[config.mk]
export PLATFORM = sky130hd
export DESIGN_NAME = pc_fetch_unit
export DESIGN_NICKNAME = d
export VERILOG_FILES = /design/src/rtl/pc_fetch_unit.sv
export SDC_FILE = /design/constraint.sdc
export NUM_CORES = 1
export LEC_CHECK = 0
export BUFFER_PORTS_ARGS = -buffer_cell sky130_fd_sc_hd__clkbuf_2
export CORE_MARGIN = 4
export CORE_UTILIZATION = 30
export DETAILED_ROUTE_END_ITERATION = 12
export PLACE_DENSITY = 0.5
export SYNTH_ARGS = -nofsm -noshare
export SYNTH_HDL_FRONTEND = slang
export SYNTH_SLANG_ARGS = --single-unit
[constraint.sdc]
create_clock -name clk -period 2.7 [get_ports clk]
set_input_delay 0.54 -clock clk [delete_from_list [all_inputs] [get_ports clk]]
set_output_delay 0.54 -clock clk [all_outputs]
set_load 0.005 [all_outputs]
[src/rtl/pc_fetch_unit.sv]
// PC register and instruction-fetch sequencer feeding decode.
// Define PC_ALIGN_CHECK_EN to trap misaligned redirects to EXC_VECTOR.
module pc_fetch_unit #(
    parameter logic [31:0] RESET_VECTOR = 32'h0000_0000,
    parameter logic [31:0] EXC_VECTOR   = 32'h0000_0180
) (
    input  logic        clk,
    input  logic        rst_n,
    input  logic        stall,
    input  logic        redirect_valid,
    input  logic [31:0] redirect_pc,
    output logic        imem_req,
    output logic [31:0] imem_addr,
    input  logic        imem_ack,
    input  logic [31:0] imem_rdata,
    output logic        instr_valid,
    output logic [31:0] instr,
    output logic [31:0] instr_pc,
    output logic [31:0] pc_plus4,
    output logic        misalign_exc
);

    typedef enum logic {
        S_FETCH,
        S_WAIT
    } state_e;

    state_e      state_q, state_d;
    logic [31:0] pc_q, pc_d;
    logic        pend_q, pend_d;
    logic [31:0] rpc_q, rpc_d;
    logic        valid_q, valid_d;
    logic [31:0] instr_q, instr_d;
    logic [31:0] ipc_q, ipc_d;
    logic [31:0] p4_q, p4_d;
    logic        mis_q, mis_d;

    logic        slot_free;
    logic        req;
    logic        ack_fire;
    logic        tgt_mis;
    logic [31:0] tgt;

`ifdef PC_ALIGN_CHECK_EN
    always_comb begin
        tgt_mis = |redirect_pc[1:0];
        tgt     = tgt_mis ? EXC_VECTOR : redirect_pc;
    end
`else
    logic unused_cfg;
    assign unused_cfg = ^{EXC_VECTOR, redirect_pc[1:0]};

    always_comb begin
        tgt_mis = 1'b0;
        tgt     = {redirect_pc[31:2], 2'b00};
    end
`endif

    // Request is gated by rst_n so it drops the instant reset asserts.
    always_comb begin
        slot_free = !valid_q || !stall;
        req       = rst_n && ((state_q == S_WAIT) ||
                              (slot_free && !redirect_valid));
        ack_fire  = req && imem_ack;
    end

    always_comb begin
        state_d = state_q;
        pc_d    = pc_q;
        pend_d  = pend_q;
        rpc_d   = rpc_q;
        valid_d = valid_q;
        instr_d = instr_q;
        ipc_d   = ipc_q;
        p4_d    = p4_q;
        mis_d   = 1'b0;
        if (redirect_valid) begin
            valid_d = 1'b0;
            mis_d   = tgt_mis;
            if (state_q == S_WAIT && !imem_ack) begin
                pend_d = 1'b1;
                rpc_d  = tgt;
            end else begin
                pc_d    = tgt;
                pend_d  = 1'b0;
                state_d = S_FETCH;
            end
        end else if (ack_fire) begin
            state_d = S_FETCH;
            if (pend_q) begin
                pc_d   = rpc_q;
                pend_d = 1'b0;
                if (!stall) valid_d = 1'b0;
            end else begin
                instr_d = imem_rdata;
                ipc_d   = pc_q;
                p4_d    = pc_q + 32'd4;
                valid_d = 1'b1;
                pc_d    = pc_q + 32'd4;
            end
        end else begin
            if (req) state_d = S_WAIT;
            if (!stall) valid_d = 1'b0;
        end
    end

    always_ff @(posedge clk or negedge rst_n) begin
        if (!rst_n) begin
            state_q <= S_FETCH;
            pc_q    <= RESET_VECTOR;
            pend_q  <= 1'b0;
            rpc_q   <= 32'h0;
            valid_q <= 1'b0;
            instr_q <= 32'h0;
            ipc_q   <= 32'h0;
            p4_q    <= 32'h0;
            mis_q   <= 1'b0;
        end else begin
            state_q <= state_d;
            pc_q    <= pc_d;
            pend_q  <= pend_d;
            rpc_q   <= rpc_d;
            valid_q <= valid_d;
            instr_q <= instr_d;
            ipc_q   <= ipc_d;
            p4_q    <= p4_d;
            mis_q   <= mis_d;
        end
    end

    assign imem_req     = req;
    assign imem_addr    = pc_q;
    assign instr_valid  = valid_q;
    assign instr        = instr_q;
    assign instr_pc     = ipc_q;
    assign pc_plus4     = p4_q;
    assign misalign_exc = mis_q;

endmodule

Word-level counts from Yosys, hierarchy flattened
Index checks and enable logic that the tools add are counted.
- add/sub/neg operators: 1
- equal/unequal tests: 1
- muxes and demuxes: 15
- bitwise gates (word level): 2
- reduce and logical (&&, ||, !) cells: 16
- operators by type and width (operator ; count):
    two-way mux 32 bit ; 4
    adder 32 x 3 -> 32 bit, second input constant ; 1
    two-way mux 1 bit ; 11
    AND reduction 2 bit ; 3
    logical AND 1 bit ; 4
    zero test 1 bit ; 4
    AND reduction 3 bit ; 1
    nonzero test 3 bit ; 1
    logical OR 1 bit ; 2
    inequality test 2 bit, second input constant ; 1
    NOT 1 bit ; 2
    nonzero test 2 bit ; 1
- register bits after elaboration: 161
- output and inout port bits: 131

Logic depth before layout (Yosys ltp)
Gate-level depths: netlist (run 1).
- depth after elaboration: 8
- mapped depth: 7

Worst setup path before layout (run 1)
No wires, ideal clock.
- kind: register to register
- from: reg pc_q[2] (netlist: imem_addr[2])
- to: reg pc_q[20] (netlist: imem_addr[20])
- library setup time: 0.121 ns
- arrival time: 1.741 ns
- required time: 2.579 ns
- setup slack: 0.838 ns
- stages on the path, launching flop included: 7
- path buffers: 0
- path through: dfrtp_1 ha_1 nand3_2 nor3_1 and4_1 a31oi_1 o22a_1
- cells in the longest elaborated chain, start to end: 4
- ends and longest elaborated chain (what ; line ; text):
    start: declaration ; 29 ; logic [31:0] pc_q, pc_d;
    start signal: assignment ; 120 ; pc_q <= pc_d;
    adder 32 x 3 -> 32 bit ; 99 ; pc_d = pc_q + 32'd4;
    two-way mux 32 bit ; 90 ; if (pend_q) begin
    two-way mux 32 bit ; 88 ; end else if (ack_fire) begin
    two-way mux 32 bit ; 77 ; if (redirect_valid) begin
No other way between the ends. The select of a mux whose other input is x is not followed.
A chain may end at the register's enable or synchronous reset.

Worst setup path after layout (run 1)
Ends and elaborated chain as after synthesis.

==> flow_summary.yaml, run 1 <==
logic_synthesis:
  synthTopCellsByArea: "dfrtp_1, nand2_1, mux2_2, o21ai_0, xnor2_1"
  synthAdderAreaFrac_pct: 0.174
  synth_top_family_by_area: "simple AND/OR/NAND/NOR gates"
  seq_area_frac_synth_pct: 53.9
  synth_mux_area_share_pct: 4.97
  synth_compound_area_share_pct: 11.9
  synth_top_area_share_pct: 53.9
  synth-simple-area-share_pct: 21.3
  ys.warnings.count: 0
  synth.distinct_cells: 59
  syn_area_per_cell_um2: 9.62
  syn_area_mm2: 0.00720
  yosysMostFrequentCell: "nand2_1"
  synth_top_area_cell: "dfrtp_1"
  synth_common_cells: "nand2_1, dfrtp_1, o21ai_0"
  syn_inst: 748
  ys_ff_latch: 155
  synthArstFlopShare_pct: 100
  ys.flop_type: "dfrtp_1"
  synthXorXnorAreaFrac_pct: 3.41
  synth-edff-count: 0
timing:
  fmax_mhz: 458
  slew_headroom_pct: 40.4
  fin_crit_ns: 2.18
  clock_skew_ns: 0.0186
  tightestPinTransition_ns: 0.894
  finalWorstSetupSlack_ns: 0.517
  setup_tns_ns: 0
  hold_violations: 0
  rsz0062_at_grt: "no"
  post-route-period-util_pct: 80.8
  timing_max_transition_violations_final: 0
  setup_viol: 0
global_route:
  grt_pass1_wl_mm: 33.8
  grt_max_degree: 154
  grt.total_usage_pct: 16.5
  antenna_found_initial: 1
  grt-ovfl-total: 0
  grt_pass1_vias: 5676
worst_setup_path:
  path_max_fanout: 9
  reg2regPathDepth: 6
  crit_type: "reg -> reg"
  cp.arrival_ns: 2.49
  crit_path_end_kind: "flop"
  cp-start-kind: "flop"
  cp.required_ns: 3.01
worst_hold_path:
  hp-class: "in -> reg"
  hold_depth: 3
status:
  status: "finished clean"
finish:
  nets: 994
  diodes: 0
  multiInputGateArea_mm2: 0.00305
  fillerInstances: 2443
  register_area_mm2: 0.00388
  syn_to_final_growth_pct: 27.3
  drive_above_1_share_pct: 31.4
routing:
  wl_mm: 21.6
  drc_errors: 0
  vias: 5818
  vias_per_cell: 4.63
  first_pass_iters: 5
  ant_nets: 0
  routedWlPerCell_um: 17.2
  dr.first_iter.drc_count: 283
placed_design:
  gp_congestion: 0.800
  port_buffers: 190
  dpl.hpwl_mm: 15.7
  dp_worst_setup_slack_ns: 0.505
clocking:
  cts_root_buf: "clkbuf_16"
  cts.path.max_buffers: 2
  cts_setup_buffers: 0
  clk_pin_slew_ns: 0.07
  clock_latency_ns: 0.43
  htree_num_levels: 4
  tritoncts: "yes"
  clock-sinks: 155
  numCtsBuffers: 17
power_and_ir_drop:
  peakVddDrop_mv: 0.356
  p_per_area_mw_per_mm2: 873
  leakage_nw: 4.48
die:
  die_x_um: 163
  initial_utilization_pct: 30.6
  die_h_um: 163
  dieArea_mm2: 0.0265
  core_area_mm2: 0.0235
  ios: 200
  rows: 56
job:
  max-cap-violations: 0
-- kinds of logic (layout without fill, tap and decap cells) --
family | after synthesis | in the layout
AND/OR/NAND/NOR | 331 | 331
flip-flops | 155 | 155
AO/OA/AOI/OAI | 134 | 134
buffers and inverters | 66 | 249
multiplexers | 32 | 32
XOR/XNOR | 28 | 28
adder cells (fa/ha/maj) | 1 | 1
other | 1 | 7
-- where the power goes --
part,switching [mW],leakage [nW],internal (mW),total [mW]
clock network,0.999,0.299,1.60,2.60
registers,0.521,1.90,2.97,3.49
logic,1.01,2.28,0.899,1.91
total,2.53,4.48,5.47,8.00
-- per-layer routing --
metal / up-vias / GRT usage [%] / part of all wire (%) / wire length, um
met5: - / 0 / 0.037 / 8
li1: 2889 / - / - / -
met3: 6 / 4.45 / 5.6 / 1220
met2: 158 / 23.8 / 45 / 9680
met4: 2 / 4.16 / 0.64 / 138
met1: 2763 / 24.5 / 49 / 10500
-- layout make-up --
class | instances | area share [%]
Multi-Input combinational cell | 533 | 33.3
Tap cell | 319 | 4.35
Clock inverter | 13 | 2.06
Sequential cell | 155 | 42.3
Inverter | 5 | 0.205
Timing Repair Buffer | 212 | 12.8
Clock buffer | 19 | 4.94
-- worst max-delay path, stage by stage (launching register included) --
cell     delay, ns
dfrtp_1       0.51
ha_1          0.27
nand3_2       0.29
nor3_1        0.36
and4_1        0.31
a31oi_1       0.10
o22a_1        0.22
-- cell usage in the layout (no fill, tap or decap), drive strengths merged, types with 5 or more instances in the layout --
cell type  Yosys  routed
nand2        238     238
clkbuf        27     208
dfrtp        155     155
o21ai         49      49
mux2          30      30
nor2          29      29
a21oi         23      23
buf           34      22
xnor2         20      20
nand3         12      12
nor3          10      10
a31oi          9       9
nand4          9       9
xor2           8       8
inv            5       8
o21a           7       7
and4           7       7
and3           7       7
o22ai          7       7
conb           1       7
nor4           7       7
o2bb2ai        5       5
nand2b         5       5
o22a           5       5
clkinvlp       0       5
-- sequential cells by signal, indices dropped and copies added, names as in the netlist --
name	count
instr	32
pend_q	1
instr_pc	30
pc_plus4	30
instr_valid	1
state_q	1
rpc_q	30
imem_addr	30
-- final timing paths --
kind                                from            end  slack (ns)
max in group asynchronous          rst_n    instr_pc[8]        1.10
hold reg to reg             instr_pc[18]   instr_pc[18]        0.47
min in group asynchronous          rst_n    instr_valid        0.53
setup reg to reg            imem_addr[2]  imem_addr[20]        0.52
setup / recovery            imem_addr[2]  imem_addr[20]        0.52
hold / removal             imem_rdata[0]       instr[0]        0.30
-- timing repair --
action                                 CTS  global route
hold buffers                             1             0
endpoints found under the hold margin    2             0
gates resized for setup                  0             0
-- stage by stage --
stage / hold slack (ns) / total power, mW / utilization, % / area, um2 / cells
after floorplan: 0.244 / 4.45 / - / 7220 / 754
after global placement: 0.356 / 5.43 / 36.2 / 8510 / 1223
after detailed placement: 0.357 / 5.48 / 36.2 / 8510 / 1223
after CTS: 0.277 / 8.12 / 38.9 / 9170 / 1256
after global routing: 0.290 / 8.53 / 38.9 / 9170 / 1256
final: 0.299 / 8.00 / 38.9 / 9170 / 1256
No activity file was read; power rests on OpenSTA's default activity.
==> run 2, diff against run 1 <==
- ABC_AREA: not set -> 1
- PLACE_DENSITY: 0.5 -> 0.51
- clock period: 2.7 -> 1.9 ns (I/O delays scaled with it)
==> flow_summary.yaml, run 2 <==
logic_synthesis:
  synthArstFlopShare_pct: 100
  ys.warnings.count: 0
  syn_inst: 946
  synth_common_cells: "nand2_1, dfrtp_1, o21ai_0"
  yosysMostFrequentCell: "nand2_1"
  syn_area_mm2: 0.00731
  synth.distinct_cells: 31
  ys.flop_type: "dfrtp_1"
  syn_area_per_cell_um2: 7.73
  synthTopCellsByArea: "dfrtp_1, nand2_1, o21ai_0, a21oi_1, inv_1"
  synth_top_area_cell: "dfrtp_1"
  ys_ff_latch: 155
  seq_area_frac_synth_pct: 53.1
  synth-edff-count: 0
  synth_top_area_share_pct: 53.1
routing:
  dr_wl_met3_mm: 1.14
  routedWlPerCell_um: 15.4
  top_layer: "met4"
  ant_nets: 0
  wl_mm: 22.7
  met2_length_mm: 9.40
  drc_errors: 0
  first_pass_iters: 5
  dr.first_iter.drc_count: 506
  vias: 6399
  vias_per_cell: 4.34
  m1WireLength_mm: 11.7
global_route:
  grt_max_degree: 109
  antenna_found_initial: 0
  grt.total_usage_pct: 16.9
  grt_pass1_vias: 6127
  grt-ovfl-total: 0
  grt_pass1_wl_mm: 35.2
power_and_ir_drop:
  peakVddDrop_mv: 0.431
  leakage_nw: 5.12
  p_per_area_mw_per_mm2: 1180
die:
  core_area_mm2: 0.0238
  dieArea_mm2: 0.0269
  die_x_um: 164
  initial_utilization_pct: 30.8
  die_h_um: 164
  ios: 200
  rows: 56
worst_setup_path:
  crit_type: "reg -> out"
  cp.required_ns: 1.52
  cp.arrival_ns: 1.37
  cp_top_family: "flip-flops"
  crit_path_end_kind: "output pin"
  path_buf_inv: 1
  cp-start-kind: "flop"
  slowest_delay_ns: 0.43
  path_max_fanout: 4
  critPathSlowestCell: "dfrtp_1"
  cp_common_cell: "nor2_1"
  path_cells: "nor2_1, nor2_1, clkbuf_2"
placed_design:
  port_buffers: 190
  post_dp_cell_area_mm2: 0.00873
  dpl.hpwl_mm: 16.5
  gp_congestion: 0.838
  dp_worst_setup_slack_ns: 0.0860
finish:
  fillerInstances: 2482
  largest_reg_flops: 32
  drive_above_1_share_pct: 24.6
  syn_to_final_growth_pct: 28.6
  diodes: 0
  final_area_mm2: 0.00940
  nets: 1212
  layout_commonest_cell: "nand2_1"
  layout_common_cells: "nand2_1, clkbuf_2, dfrtp_1"
timing:
  setup_tns_ns: 0
  fin_crit_ns: 1.75
  slew_headroom_pct: 57.1
  tightestPinTransition_ns: 0.643
  clock_skew_ns: 0.0206
  setup_viol: 0
  rsz0062_at_grt: "yes"
  post-route-period-util_pct: 92.3
  fmax_mhz: 570
  finalWorstSetupSlack_ns: 0.146
  timing_max_transition_violations_final: 0
  hold_violations: 0
clocking:
  htree_num_levels: 4
  tritoncts: "yes"
  clk_pin_slew_ns: 0.07
  numCtsBuffers: 17
  clock_latency_ns: 0.43
  cts_root_buf: "clkbuf_16"
  clock-sinks: 155
  cts.path.max_buffers: 2
status:
  status: "finished clean"
job:
  max-cap-violations: 0
worst_hold_path:
  hp-class: "in -> async"
[run 2: what timing repair did]
action	in CTS	in global routing
hold buffers	0	0
gates resized for setup	0	17
buffers inserted	0	0
endpoints found under the setup margin	0	28
[run 2: area by class of cell]
class | count | area [um2] | share of cell area (%)
sequential | 155 | 3880 | 41.3
multi-input combinational | 684 | 3010 | 32.0
timing repair buffer | 222 | 1260 | 13.4
clock buffer | 19 | 453 | 4.82
tap | 319 | 399 | 4.25
inverter | 62 | 233 | 2.48
clock inverter | 13 | 164 | 1.74
[run 2: cell families after synthesis]
group / after synthesis / synth area share (%)
buf+inv: 113 / 6.98
compound gates: 128 / 9.07
flops: 155 / 53.1
other cells: 1 / 0.0513
xor+xnor: 12 / 1.44
simple gates: 534 / 28.9
mux: 2 / 0.308
fa+ha+maj: 1 / 0.171
[run 2: per-layer routing]
layer / global-route usage (%) / vias up
met5: 0 / -
met4: 5.07 / 0
met3: 3.51 / 23
met2: 24.0 / 170
met1: 25.6 / 2884
li1: - / 3322
[run 2: worst paths after layout]
path | from | to | slack [ns] | cells after the start
max in group asynchronous | rst_n | imem_addr[22] | 1.19 | 3
min reg2reg | instr[1] | instr[1] | 0.48 | 2
min in group clk | imem_ack | state_q | 0.13 | 2
min | rst_n | rpc_q[17] | 0.12 | 3
max | state_q | imem_req | 0.15 | 3
max reg2reg | imem_addr[2] | imem_addr[22] | 0.15 | 10
[run 2: where the power goes]
group,total (mW),switching (mW),internal (mW)
Combinational,2.75,1.58,1.18
Clock,3.58,1.44,2.14
Sequential,4.79,0.583,4.20
Total,11.1,3.60,7.52
[run 2: worst register-to-register path: stages (launching register included)]
cell	delay, ns
dfrtp_1	0.40
ha_1	0.20
nand2_1	0.09
nor2_4	0.18
nand2_4	0.11
nor2_4	0.20
nand3_1	0.13
nand3_1	0.15
nand2_1	0.07
nand2_1	0.06
nand2_1	0.05
[run 2: through the flow]
stage	std cells	utilization, %	hold slack, ns	power [mW]
after global routing	1474	39.6	0.128	11.9
final	1474	39.6	0.121	11.1
after CTS	1474	39.4	0.124	11.2
after global placement	1442	36.8	0.462	7.57
after floorplan	952	-	0.0844	6.06
after detailed placement	1442	36.8	0.464	7.62
